## config.mk

```make
export PLATFORM = sky130hd
export DESIGN_NAME = alu_regfile_datapath_flat
export DESIGN_NICKNAME = d
export VERILOG_FILES = /design/src/rtl/alu_regfile_datapath_if.sv /design/src/rtl/alu_regfile_datapath.sv /design/src/flat_wrapper.sv
export SDC_FILE = /design/constraint.sdc
export NUM_CORES = 1
export LEC_CHECK = 0
export BUFFER_PORTS_ARGS = -buffer_cell sky130_fd_sc_hd__buf_2
export CAP_MARGIN = 20
export CORE_MARGIN = 4
export CORE_UTILIZATION = 67
export DETAILED_ROUTE_END_ITERATION = 8
export PLACE_DENSITY_LB_ADDON = 0.1
export SLEW_MARGIN = 20
export SYNTH_ARGS = -nofsm -noshare
export SYNTH_HDL_FRONTEND = slang
export SYNTH_SLANG_ARGS = --single-unit
```

## constraint.sdc

```tcl
create_clock -name clk -period 9.3 [get_ports clk]
set_input_delay 0.93 -clock clk [delete_from_list [all_inputs] [get_ports clk]]
set_output_delay 0.93 -clock clk [all_outputs]
set_load 0.005 [all_outputs]
```

## src/rtl/alu_regfile_datapath_if.sv

```systemverilog
// Bus between the decode logic and the execution datapath: register
// addresses, write strobe/data and opcode in; operands, ALU result and
// zero status out.
interface alu_regfile_datapath_if #(
    parameter int DATA_W = 16,
    parameter int ADDR_W = 3
);
    logic [ADDR_W-1:0] address_a;
    logic [ADDR_W-1:0] address_b;
    logic              write_enable;
    logic [DATA_W-1:0] write_data;
    logic [3:0]        opcode;
    logic [DATA_W-1:0] data_a;
    logic [DATA_W-1:0] data_b;
    logic [DATA_W-1:0] alu_result;
    logic              alu_zero;
    logic              zero_flag;

    // Decode side: drives addresses, control and write data
    modport master (
        output address_a, address_b, write_enable, write_data, opcode,
        input  data_a, data_b, alu_result, alu_zero, zero_flag
    );

    // Datapath side: consumes control, returns operands and results
    modport slave (
        input  address_a, address_b, write_enable, write_data, opcode,
        output data_a, data_b, alu_result, alu_zero, zero_flag
    );
endinterface

```

## src/rtl/alu_regfile_datapath.sv

```systemverilog
// Execution datapath: 2**ADDR_W x DATA_W register file (two asynchronous
// read ports, one synchronous write port addressed by address_a), a
// combinational ALU on the two read ports, and a zero flag that is only
// updated by a SUB that also writes back.
module alu_regfile_datapath #(
    parameter int DATA_W = 16,
    parameter int ADDR_W = 3
) (
    input  logic                   clk,
    input  logic                   rst_n,
    alu_regfile_datapath_if.slave  bus
);
    localparam int REG_COUNT = 2 ** ADDR_W;

    localparam logic [3:0] OP_ADD = 4'b0010;
    localparam logic [3:0] OP_SUB = 4'b0011;
    localparam logic [3:0] OP_AND = 4'b0100;
    localparam logic [3:0] OP_OR  = 4'b0101;
    localparam logic [3:0] OP_XOR = 4'b0110;
    localparam logic [3:0] OP_NOT = 4'b0111;
    localparam logic [3:0] OP_SHL = 4'b1001;
    localparam logic [3:0] OP_SHR = 4'b1010;

    logic [DATA_W-1:0] regs_r [REG_COUNT];
    logic              zero_flag_r;
    logic [DATA_W-1:0] data_a_s;
    logic [DATA_W-1:0] data_b_s;
    logic [DATA_W-1:0] alu_result_s;
    logic              alu_zero_s;
    logic [3:0]        shamt_s;
    logic              flag_update_s;

    // Register file write port; reset clears every entry and blocks writes
    always_ff @(posedge clk or negedge rst_n) begin
        if (!rst_n) begin
            for (int i = 0; i < REG_COUNT; i++) begin
                regs_r[i] <= {DATA_W{1'b0}};
            end
        end else if (bus.write_enable) begin
            regs_r[bus.address_a] <= bus.write_data;
        end
    end

    // Zero flag captures the pre-edge ALU zero only on a writing SUB
    always_ff @(posedge clk or negedge rst_n) begin
        if (!rst_n) begin
            zero_flag_r <= 1'b0;
        end else if (flag_update_s) begin
            zero_flag_r <= alu_zero_s;
        end
    end

    // Asynchronous read ports, no write bypass
    always_comb begin
        data_a_s = regs_r[bus.address_a];
        data_b_s = regs_r[bus.address_b];
    end

    // ALU: wrapping arithmetic, bitwise logic, 4-bit shifts, else pass-through
    always_comb begin
        alu_result_s = data_a_s;
        shamt_s      = data_b_s[3:0];
        case (bus.opcode)
            OP_ADD:  alu_result_s = data_a_s + data_b_s;
            OP_SUB:  alu_result_s = data_a_s - data_b_s;
            OP_AND:  alu_result_s = data_a_s & data_b_s;
            OP_OR:   alu_result_s = data_a_s | data_b_s;
            OP_XOR:  alu_result_s = data_a_s ^ data_b_s;
            OP_NOT:  alu_result_s = ~data_a_s;
            OP_SHL:  alu_result_s = data_a_s << shamt_s;
            OP_SHR:  alu_result_s = data_a_s >> shamt_s;
            default: alu_result_s = data_a_s;
        endcase
    end

    // Zero detect and flag-update qualifier
    always_comb begin
        alu_zero_s    = (alu_result_s == {DATA_W{1'b0}});
        flag_update_s = 1'b0;
        if ((bus.opcode == OP_SUB) && bus.write_enable) begin
            flag_update_s = 1'b1;
        end else begin
            flag_update_s = 1'b0;
        end
    end

    assign bus.data_a     = data_a_s;
    assign bus.data_b     = data_b_s;
    assign bus.alu_result = alu_result_s;
    assign bus.alu_zero   = alu_zero_s;
    assign bus.zero_flag  = zero_flag_r;

endmodule

```

## src/flat_wrapper.sv

```systemverilog
// flat-port wrapper written by rule: the top's interface ports become plain ports
module alu_regfile_datapath_flat 
#(
    parameter int DATA_W = 16,
    parameter int ADDR_W = 3
)
  (clk, rst_n, bus_address_a, bus_address_b, bus_write_enable, bus_write_data, bus_opcode, bus_data_a, bus_data_b, bus_alu_result, bus_alu_zero, bus_zero_flag);
  alu_regfile_datapath_if #(.DATA_W(DATA_W), .ADDR_W(ADDR_W)) bus_i ();
  input  logic clk;
  input  logic rst_n;
  input wire logic [$bits(bus_i.address_a)-1:0] bus_address_a;
  input wire logic [$bits(bus_i.address_b)-1:0] bus_address_b;
  input wire logic [$bits(bus_i.write_enable)-1:0] bus_write_enable;
  input wire logic [$bits(bus_i.write_data)-1:0] bus_write_data;
  input wire logic [$bits(bus_i.opcode)-1:0] bus_opcode;
  output wire logic [$bits(bus_i.data_a)-1:0] bus_data_a;
  output wire logic [$bits(bus_i.data_b)-1:0] bus_data_b;
  output wire logic [$bits(bus_i.alu_result)-1:0] bus_alu_result;
  output wire logic [$bits(bus_i.alu_zero)-1:0] bus_alu_zero;
  output wire logic [$bits(bus_i.zero_flag)-1:0] bus_zero_flag;
  assign bus_i.address_a = bus_address_a;
  assign bus_i.address_b = bus_address_b;
  assign bus_i.write_enable = bus_write_enable;
  assign bus_i.write_data = bus_write_data;
  assign bus_i.opcode = bus_opcode;
  assign bus_data_a = bus_i.data_a;
  assign bus_data_b = bus_i.data_b;
  assign bus_alu_result = bus_i.alu_result;
  assign bus_alu_zero = bus_i.alu_zero;
  assign bus_zero_flag = bus_i.zero_flag;
  alu_regfile_datapath #(.DATA_W(DATA_W), .ADDR_W(ADDR_W)) u_core (.clk(clk), .rst_n(rst_n), .bus(bus_i));
endmodule
```

Yosys cells after proc, flatten, opt, wreduce, memory -nomap -nowiden --
Index checks and enable logic that the tools add are counted.
Storage, ports and cells: bits in registers 129, input bits 29, word-level logic and storage cells 44, output and inout port bits 50
Operators by class: add/subtract/negate cells 2, muxes and demuxes 11, bitwise gates (word level) 6, reductions and logical operators 3, magnitude comparators 3, eq/ne operators 8, shift-type cells 2
Operators by type and width (count):
- bitwise mux 128 bit | 1
- case mux 16 bit (8 select lines) | 1
- binary-select mux 16 bit (select 3 bit) | 2
- 2-to-1 mux 16 bit | 5
- demux 16 bit (select 3 bit) | 1
- adder 16 bit | 1
- AND 16 bit | 1
- equality test 4 x 3 -> 1 bit (second input constant) | 4
- zero test 16 bit | 1
- NOT 16 bit | 1
- bitwise OR 16 bit | 1
- << shifter 16 x 4 -> 16 bit | 1
- >> shifter 16 x 4 -> 16 bit | 1
- subtractor 16 bit | 1
- XOR 16 bit | 1
- equality test 4 x 2 -> 1 bit (second input constant) | 2
- equality test 4 bit (second input constant) | 2
- greater-or-equal comparator 4 bit (second input constant) | 2
- NOT 3 -> 4 bit | 2
- < comparator 4 x 1 -> 1 bit (second input constant) | 1
- logical AND 1 bit | 2
- 2-to-1 mux 1 bit | 1

Logic depth before layout (Yosys ltp) --
Gate-level depths: netlist of the first run.
word-level depth 7, gate-level depth with buffers 23, depth with buffers taken out 19

Worst setup path after synthesis of the first run --
OpenSTA, ideal clock, no wires.
kind input to output, start in bus_address_b[0], end out bus_alu_zero, stages on the path 19, arrival time 5.310 ns, slack 3.060 ns, path buffers 3, cell sequence buf_6 -> mux4_2 -> mux2i_4 -> buf_2 -> buf_1 -> ha_1 -> nor2_1 -> xnor2_1 -> ha_1 -> a211o_1 -> a211oi_1 -> nor4b_1 -> or3b_2 -> xnor2_1 -> o221ai_2 -> o41ai_4 -> o2111a_1 -> nand4b_1 -> nor4_2
Between the ends: cells in the longest elaborated chain, start to end 7, elaborated cells between the ends (all ways) 13, those cells by class add/sub (2); shift (2); mux (4); bitwise (4); reduce/logical (1)
Ends and longest elaborated chain:
- from (decl) | RTL line flat_wrapper.sv:12 | input wire logic [$bits(bus_i.address_b)-1:0] bus_address_b;
- NOT 3 -> 4 bit (implied by the code) (*) | RTL line alu_regfile_datapath.sv:56 | data_b_s = regs_r[bus.address_b];
- binary-select mux 16 bit (select 3 bit) (*) | RTL line alu_regfile_datapath.sv:56
- 2-to-1 mux 16 bit (implied by the code) (*) (2 in series) | RTL line alu_regfile_datapath.sv:56
- subtractor 16 bit, or another cell as far along | RTL line alu_regfile_datapath.sv:65 | OP_SUB: alu_result_s = data_a_s - data_b_s;
- case mux 16 bit (8 select lines) (*) | RTL line alu_regfile_datapath.sv:63 | case (bus.opcode)
- zero test 16 bit (*) | RTL line alu_regfile_datapath.sv:78 | alu_zero_s = (alu_result_s == {DATA_W{1'b0}});
- to (decl) | RTL line flat_wrapper.sv:19 | output wire logic [$bits(bus_i.alu_zero)-1:0] bus_alu_zero;
Mark *: on every way between the ends. The rest lies on a longest branch, timed or not. The select of a mux whose other input is x is not followed.

Worst setup path after layout of the first run --
start in bus_address_b[1], end out bus_alu_zero
The elaborated chain is that of the path after synthesis.

==> out/qor.csv, run 1 <==
metric;value;unit
power_density;244;mW/mm2
whs;524;ps
drive_gt1_frac;0.339;
synth_top_area_share;0.298;
worstPathMaxFanout;26;
netlist_top_cells_count;mux2_2 (139), dfrtp_1 (129), a21oi_1 (53);
ys_types;98;
setup_viol;0;
clock_latency;430;ps
grtUsageMet3;0.0973;
fmax;0.130;GHz
nets;1145;
final_antenna_net_count;0;
finalHoldViolations;0;
drc;0;
ys_ff_latch;129;
fillers;1030;
wl;37.8;mm
grt_pass1_wl;57.8;mm
synth_edf_count;0;
slew_viol_final;0;
cp-start-kind;input pin;
finalCritPeriodShare;0.827;
yosysSeqAreaShare;0.298;
worstSetupPathDepth;21;
finalClockSkew;4.75;ps
async_flop_share;1.00;
grt_busiest_layer;met2;
synth_area;0.0108;mm2
cts_max_path_buffers;2;
utilization;0.751;
cts_buffers;17;
cp.required;8370;ps
ctsHoldBuffers;0;
clkTransAtPathRegs;60;ps
layout.cells.non_filler;1294;
cts_setup_buffers;0;
tightestPinTransition;1220;ps
cp_slowest_cell;nor4_2;
p_leak;4.98;nW
drtPass1Iterations;8;
io_pins;79;
slew_headroom;0.184;
rsz0062_at_grt;false;
vdd_drop_max;0.000180;V
ctsHtreeMaxLevel;4;
wire_per_inst;29.2;um
worst_path_largest_cell_delay;650;ps
use_met1;0.526;
crit_path_cell_trace;buf_2 -> mux4_2 -> mux2i_4 -> buf_4 -> inv_1 -> nor4_2 -> nand2_1 -> o31ai_1 -> xnor2_1 -> ha_1 -> nor3b_1 -> a21oi_1 -> o221ai_1 -> or3_1 -> a221oi_1 -> o211ai_1 -> o32ai_1 -> o2111a_1 -> nand4b_1 -> nor4_2 -> buf_2;
grtUsageMet2;0.645;
grt_pass1_vias;9747;
maxCapViolCount;0;
fp.dieArea;0.0183;mm2
grt_max_degree;71;
crit_family;simple AND/OR/NAND/NOR gates;
overflow;0;
gp_congestion;1.09;
yosysMostFrequentCell;mux2_2;
syn_to_final_growth;9.92;%
cp_num_buf_inv;4;
place_hpwl;25.6;mm
cts_root_buf;clkbuf_16;
start_util;0.683;
min_path_type;reg2reg;
yosysWarnings;0;
crit_type;in2out;
die_h;135;um
antenna_found_initial;1;
synth_cells;1018;
syn_avg_cell_area;10.7;um2
final.min_clock_period;7690;ps
clock-sinks;129;
drt_iter0_markers;1492;
grt_use_total;0.418;
placed_cells;1261;
tritoncts;done;
via_per_inst;7.58;
post_cts_resized;0;
rrSetupSlack;3360;ps
synth.area.top_cells;dfrtp_1 (30%), mux2_2 (14%), mux4_2 (9.5%), ha_1 (5.8%), mux2i_1 (3.0%);
synth_area_leader_cell;dfrtp_1;
die_w;135;um
r2r_cells;19;
diodes;0;
num_rows;46;
timing.hold.worst_path_depth;1;
critPathCaptureType;output port;
status;completed;
numPortBuffers;78;
ys.flop_type;dfrtp_1;
core_area;0.0159;mm2
vias;9807;
tns;0;ps
worstPathArrival;6760;ps
syn_nets;1098;
cells by family (layout without fill, tap and decap cells):
logic type                 count (synthesis)  in the layout  synth area share
AOI/OAI and AO/OA                        256            256             0.174
xor gates and xnor gates                  25             25            0.0202
and+or+nand+nor                          208            208             0.100
buffers and inverters                    117            177            0.0531
adders and majority gates                 51             51            0.0595
muxes                                    232            232             0.295
DFF                                      129            129             0.298
cell usage in the layout (no fill, tap or decap), types with 5 or more instances in the layout:
cell type    n
buf_2       77
o22ai_1      5
o2bb2ai_1    7
ha_1        50
nand3_1     19
xnor2_1     21
a22oi_1      6
o2111ai_1    5
nor2_1      44
and3_1       5
nand4_1      6
inv_2        5
nand2b_1    11
nand2_1     49
a21oi_1     53
nor3b_1      5
a21o_1       5
o21ai_1      8
inv_1       38
o221ai_1     9
mux2i_1     32
a211oi_1    30
a32oi_1      6
dfrtp_1    129
buf_4       20
clkbuf_16   17
o211ai_1    13
o21ai_0     30
mux2i_4      7
nor2b_1      5
mux2_2     139
a221oi_1    14
nor3_1      25
mux4_2      46
o31ai_1      6
power breakdown:
| group | internal, mW | switching, mW | total, mW |
|---|---|---|---|
| clock | 0.455 | 0.258 | 0.714 |
| combinational | 0.562 | 0.832 | 1.39 |
| sequential | 0.686 | 0.112 | 0.797 |
| total | 1.70 | 1.20 | 2.91 |
routing by layer:
layer	wire [um]	vias up
met5	9	-
met4	2950	2
met3	3950	211
met2	17100	820
met1	13700	4748
li1	-	4026
registers in the layout (all words and copies together), names as in the netlist:
name	cells
u_core.bus.zero_flag	1
u_core.regs_r	128
metrics by stage:
stage	cell area, um2	total power [mW]	setup WS, ps
floorplan	10800	1.70	3060
global placement	11300	2.09	1950
detailed placement	11300	2.11	1830
CTS	11900	2.85	1790
global route	11900	3.01	1400
finish	11900	2.91	1610
worst reg2reg max path, cell delays in order, from the launching register on:
cell,delay (ps)
dfrtp_1,420
mux4_2,520
mux2i_4,170
buf_4,290
inv_1,480
nor4_2,650
nand2_1,210
o31ai_1,270
xnor2_1,100
ha_1,360
nor3b_1,170
a21oi_1,140
o221ai_1,140
or3_1,420
a221oi_1,240
o211ai_1,130
o32ai_1,370
o2111a_1,250
nand4b_1,140
o21ai_1,330
final timing paths:
path	startpoint	to
max in group asynchronous	rst_n	u_core.regs_r[9]
max	bus_address_b[1]	bus_alu_zero
min	u_core.regs_r[17]	u_core.regs_r[17]
min reg2reg	u_core.regs_r[17]	u_core.regs_r[17]
min in group asynchronous	rst_n	u_core.regs_r[100]
max reg2reg	u_core.regs_r[2]	u_core.bus.zero_flag
area by class of cell:
class	count	area (um2)	share of cell area
multi-input cells	772	7060	0.592
repair buffers	99	566	0.0474
inverters	46	173	0.0145
clock buffers	19	443	0.0371
flip-flops and latches	129	3230	0.271
clock inverters	13	185	0.0155
well taps	216	270	0.0227
Power figures use the tool's default switching activity.
==> run 2, diff against run 1 <==
Settings changed: ABC_AREA set to 1, CORE_UTILIZATION 67 to 63.
Clock period 9.3 ns to 7.7 ns, I/O delays scaled along.
==> run 2 against run 1 <==
Net effect: count of clock-buffer cells in the layout increased by 2; routed wire length increased by 4.0%; sequential power increased by 12%; critical path depth increased by 6; non-clock buffer count decreased by 9; cell count increased by 65%; design area increased by 3.1%; synthesized cell count increased by 84%; critical endpoint unchanged; largest cell class unchanged.
==> out/qor.csv, run 2 <==
metric;value;unit;change
setup_viol;0;;unchanged
final.min_clock_period;6700;ps;
gp_congestion;1.07;;-1.9%
whs;361;ps;-163 ps
fp.dieArea;0.0205;mm2;+12%
p_leak;6.82;nW;+37%
reg2reg_from;u_core.regs_r[0];;
tightestPinTransition;1080;ps;-140 ps
synth_cells;1874;;+84%
wire_per_inst;18.4;um;-37%
synth_area;0.0115;mm2;+6.1%
critPathCaptureType;output port;;
drive_gt1_frac;0.104;;-0.235
cts_max_path_buffers;2;;unchanged
synth_top_area_share;0.280;;-0.0171
synth_edf_count;0;;unchanged
finalClockSkew;6.04;ps;+1.29 ps
cp_slowest_cell;buf_2;;
r2r_cells;26;;+7
via_per_inst;5.91;;-22%
worstPathArrival;5930;ps;-830 ps
die_h;143;um;+5.9%
layout_common_cells;nand2_1 (731), nand3_1 (237), inv_1 (222), o21ai_0 (165), dfrtp_1 (129);;
grt_pass1_wl;61.6;mm;+6.6%
finalPower;2.82;mW;-3.0%
synth.area.top_cells;dfrtp_1 (28%), nand2_1 (24%), nand3_1 (10%), inv_1 (7.2%), o21ai_0 (7.2%);;
nets;1970;;+72%
wl;39.3;mm;+4.0%
rrSetupSlack;3410;ps;+50 ps
worstSetupPathDepth;27;;+29%
maxCapViolCount;0;;unchanged
crit_family;simple AND/OR/NAND/NOR gates;;
finalHoldViolations;0;;unchanged
reg2reg_to;u_core.bus.zero_flag;;
finalCritPeriodShare;0.870;;
cts_buffers;17;;unchanged
async_flop_share;1.00;;unchanged
clock_latency;420;ps;about the same
overflow;0;;unchanged
ys_ff_latch;129;;unchanged
final_common_cell;nand2_1;;
yosysMostFrequentCell;nand2_1;;
antenna_found_initial;0;;-1
core_area;0.0180;mm2;+13%
die_w;143;um;+5.9%
yosysWarnings;0;;unchanged
startpoint;bus_address_b[1];;
ctsHoldBuffers;0;;unchanged
yosysSeqAreaShare;0.280;;-0.0171
vias;12600;;+29%
synth_area_leader_cell;dfrtp_1;;
place_ws;1190;ps;-637 ps
io_pins;79;;unchanged
syn_to_final_growth;6.76;%;
tritoncts;done;;
vdd_drop_max;0.000195;V;+8.6%
fillers;1635;;+59%
netlist_top_cells_count;nand2_1 (736), nand3_1 (237), inv_1 (222);;
slew_headroom;0.278;;+0.0939
drc;0;;unchanged
post_cts_resized;0;;unchanged
start_util;0.641;;-0.0422
worst_slack;1000;ps;-606 ps
critPathCapture;bus_alu_zero;;
cp-start-kind;input pin;;
final_antenna_net_count;0;;unchanged
slew_viol_final;0;;unchanged
regMostFlops;u_core.regs_r;;
power_density;229;mW/mm2;-5.9%
crit_type;in2out;;
fmax;0.149;GHz;
ys_types;45;;-54%
grt_max_degree;87;;+23%
largest_register_ffs;128;;unchanged
syn_nets;1954;;+78%
grt_use_total;0.383;;-0.0349
rsz0062_at_grt;false;;
place_hpwl;26.9;mm;+5.3%
cts_setup_buffers;0;;unchanged
worst_path_largest_cell_delay;720;ps;+70 ps
drtPass1Iterations;7;;-1
ctsHtreeMaxLevel;4;;unchanged
status;completed;;
diodes;0;;unchanged
utilization;0.684;;-0.0666
clkTransAtPathRegs;60;ps;about the same
clock-sinks;129;;unchanged
cp_num_buf_inv;4;;unchanged
crit_top_cell;nand2_1;;
syn_avg_cell_area;6.14;um2;-42%
cts_root_buf;clkbuf_16;;
tns;0;ps;unchanged
worstPathMaxFanout;36;;+38%
ys.flop_type;dfrtp_1;;
drt_iter0_markers;1460;;-2.1%
grt_pass1_vias;11500;;+18%
min_path_type;in2async;;
num_rows;49;;+6.5%
cp.required;6930;ps;-1440 ps
numPortBuffers;78;;unchanged
[run 2: worst min-delay path by stage]
stage	start	end	slack, ps
6_report	rst_n	u_core.regs_r[7]	360
5_1_grt	rst_n	u_core.regs_r[7]	400
4_1_cts	rst_n	u_core.regs_r[13]	370
3_5_place_dp	u_core.regs_r[28]	u_core.regs_r[28]	470
3_3_place_gp	u_core.regs_r[122]	u_core.regs_r[122]	470
2_1_floorplan	u_core.regs_r[105]	u_core.regs_r[105]	450
[run 2: cell type report]
type                            count  area [um2]  share of cell area
Multi-Input combinational cell   1414        6780               0.551
Inverter                          238         901              0.0733
Timing Repair Buffer               90         507              0.0412
Clock buffer                       21         460              0.0375
Clock inverter                     11         130              0.0106
Tap cell                          229         287              0.0233
Sequential cell                   129        3230               0.263
[run 2: power breakdown]
part           switching (mW)  leakage [nW]  internal [mW]
clock network           0.307         0.276          0.496
registers              0.0866          1.62          0.807
logic                   0.765          4.92          0.356
[run 2: kinds of logic after synthesis]
logic type / Yosys count / share of synthesized area
AO/OA/AOI/OAI: 223 / 0.103
XOR/XNOR: 14 / 0.0107
adder cells (fa/ha/maj): 51 / 0.0561
buffers and inverters: 331 / 0.132
flip-flops: 129 / 0.280
AND/OR/NAND/NOR: 1126 / 0.417
[run 2: routing by layer]
layer	wire length (um)	GRT usage	vias to the layer above	share of wire
met5	0	0	-	0
li1	-	-	5955	-
met2	17700	0.606	714	0.45
met3	3820	0.0539	151	0.097
met1	15500	0.506	5783	0.39
met4	2220	0.212	0	0.056
[run 2: stage by stage]
step                      cells  instance area, um2
after floorplan            1874               11500
after global placement     2099               11700
after detailed placement   2100               11700
after CTS                  2132               12300
after global routing       2132               12300
final                      2132               12300
==> run 3, diff against run 2 <==
Settings changed: CORE_UTILIZATION 63 to 59.
==> run 3 against run 2 <==
Net effect: critical path depth increased by 2; sequential share of layout area down 0.22 points; non-clock buffer count rose by 7; sequential power hardly changed; cell count increased by 1.8%; combinational power barely moved; first-iteration DRC count is 1.6% higher; worst setup slack better by 290 ps; critical endpoint unchanged; largest cell class unchanged.
==> out/qor.csv, run 3 (same netlist as run 2, synthesis figures left out) <==
metric;value;unit;change
worst_path_largest_cell_delay;430;ps;-290 ps
use_met1;0.488;;-0.0185
ctsHtreeMaxLevel;4;;unchanged
cts_setup_buffers;0;;unchanged
gp_congestion;1.08;;+1.2%
maxCapViolCount;0;;unchanged
drtPass1Iterations;6;;-1
grtUsageMet2;0.597;;-0.00940
cp-start-kind;input pin;;
ctsHoldBuffers;0;;unchanged
numPortBuffers;78;;unchanged
die_h;148;um;+3.2%
via_per_inst;5.82;;-1.5%
start_util;0.607;;-0.0335
grt_max_degree;69;;-21%
rrSetupSlack;3410;ps;about the same
worstPathMaxFanout;39;;+8.3%
die_w;148;um;+3.2%
vias;12600;;+0.29%
crit_top_cell;nand2_1;;
post_cts_resized;0;;unchanged
tns;0;ps;unchanged
layout.cells.non_filler;2171;;+1.8%
grtUsageMet3;0.0681;;+0.0141
core_area;0.0190;mm2;+5.5%
crit_family;simple AND/OR/NAND/NOR gates;;
drc;0;;unchanged
place_ws;1490;ps;+299 ps
finalHoldViolations;0;;unchanged
cts_buffers;17;;unchanged
final_area;0.0124;mm2;+0.83%
critPathCaptureType;output port;;
grt_pass1_vias;11800;;+2.5%
vdd_drop_max;0.000235;V;+20%
cp_slowest_cell;buf_4;;
seqPwrFrac;0.308;;-0.009
tritoncts;done;;
slew_headroom;0.327;;+0.0488
layout_common_cells;nand2_1 (735), nand3_1 (237), inv_1 (222), o21ai_0 (165), dfrtp_1 (129);;
final_antenna_net_count;0;;unchanged
cts_max_path_buffers;2;;unchanged
place_hpwl;28.0;mm;+4.1%
setup_viol;0;;unchanged
internal_power;1.69;mW;+2.0%
finalPower;2.90;mW;+3.1%
dpl_cell_area;0.0118;mm2;+0.65%
utilization;0.654;;-0.0304
drive_gt1_frac;0.107;;+0.00329
grt_pass1_wl;64.4;mm;+4.6%
wl;40.6;mm;+3.3%
worst_slack;1290;ps;+287 ps
rsz0062_at_grt;false;;
final.min_clock_period;6410;ps;-287 ps
drt_iter0_markers;1484;;+1.6%
whs;415;ps;+53.6 ps
regMostFlops;u_core.regs_r;;
clock-sinks;129;;unchanged
crit_type;in2out;;
grt_busiest_layer;met2;;
netSwitchingPower;1.21;mW;+4.6%
cp_num_buf_inv;6;;+2
fmax;0.156;GHz;+4.5%
clkTransAtPathRegs;60;ps;about the same
min_path_type;in2async;;
placed_cells;2138;;+1.8%
finalCritPeriodShare;0.833;;-0.0373
final_common_cell;nand2_1;;
overflow;0;;unchanged
worstPathArrival;5640;ps;-290 ps
num_rows;50;;+2.0%
fp.dieArea;0.0218;mm2;+6.4%
slew_viol_final;0;;unchanged
grt_use_total;0.374;;-0.00911
power_density;234;mW/mm2;+2.2%
wire_per_inst;18.7;um;+1.4%
largest_register_ffs;128;;unchanged
p_comb_frac;0.389;;-0.009
status;completed;;
tightestPinTransition;1010;ps;-71.7 ps
p_leak;6.86;nW;+0.64%
clock_latency;440;ps;+20 ps
syn_to_final_growth;7.65;%;
swShare;0.417;;+0.00602
cts_root_buf;clkbuf_16;;
p_clk_frac;0.303;;+0.018
finalClockSkew;15.4;ps;+9.35 ps
cp.required;6930;ps;about the same
nets;1977;;+0.36%
antenna_found_initial;1;;+1
io_pins;79;;unchanged
-- run 3: path summary, 6_finish.rpt --
path | from | to | cells past startpoint
hold reg to reg | u_core.regs_r[52] | u_core.regs_r[52] | 2
min in group clk | u_core.regs_r[52] | u_core.regs_r[52] | 2
setup reg to reg | u_core.regs_r[1] | u_core.bus.zero_flag | 27
hold / removal | rst_n | u_core.regs_r[69] | 1
setup / recovery | bus_address_b[1] | bus_alu_zero | 29
max in group asynchronous | rst_n | u_core.regs_r[45] | 2
-- run 3: area by class of cell --
cell class	instances	area (um2)
diodes	1	2.50
clock inverters	14	189
well taps	260	325
clock buffers	18	439
inverters	238	901
fillers	1817	6560
multi-input cells	1414	6770
flip-flops and latches	129	3230
repair buffers	97	536
-- run 3: power groups by stage --
stage	Combinational (mW)	Clock (mW)	Sequential [mW]
4_1_cts	1.11	0.884	0.890
6_report	1.13	0.880	0.894
2_1_floorplan	0.803	0	0.878
3_3_place_gp	1.08	0	0.894
5_1_grt	1.27	0.919	0.909
3_5_place_dp	1.10	0	0.899
-- run 3: per-layer routing --
layer | wire length (um) | vias up
met1 | 16100 | 5763
met4 | 1980 | 0
met5 | 0 | -
met2 | 18400 | 754
met3 | 4160 | 155
li1 | - | 5967
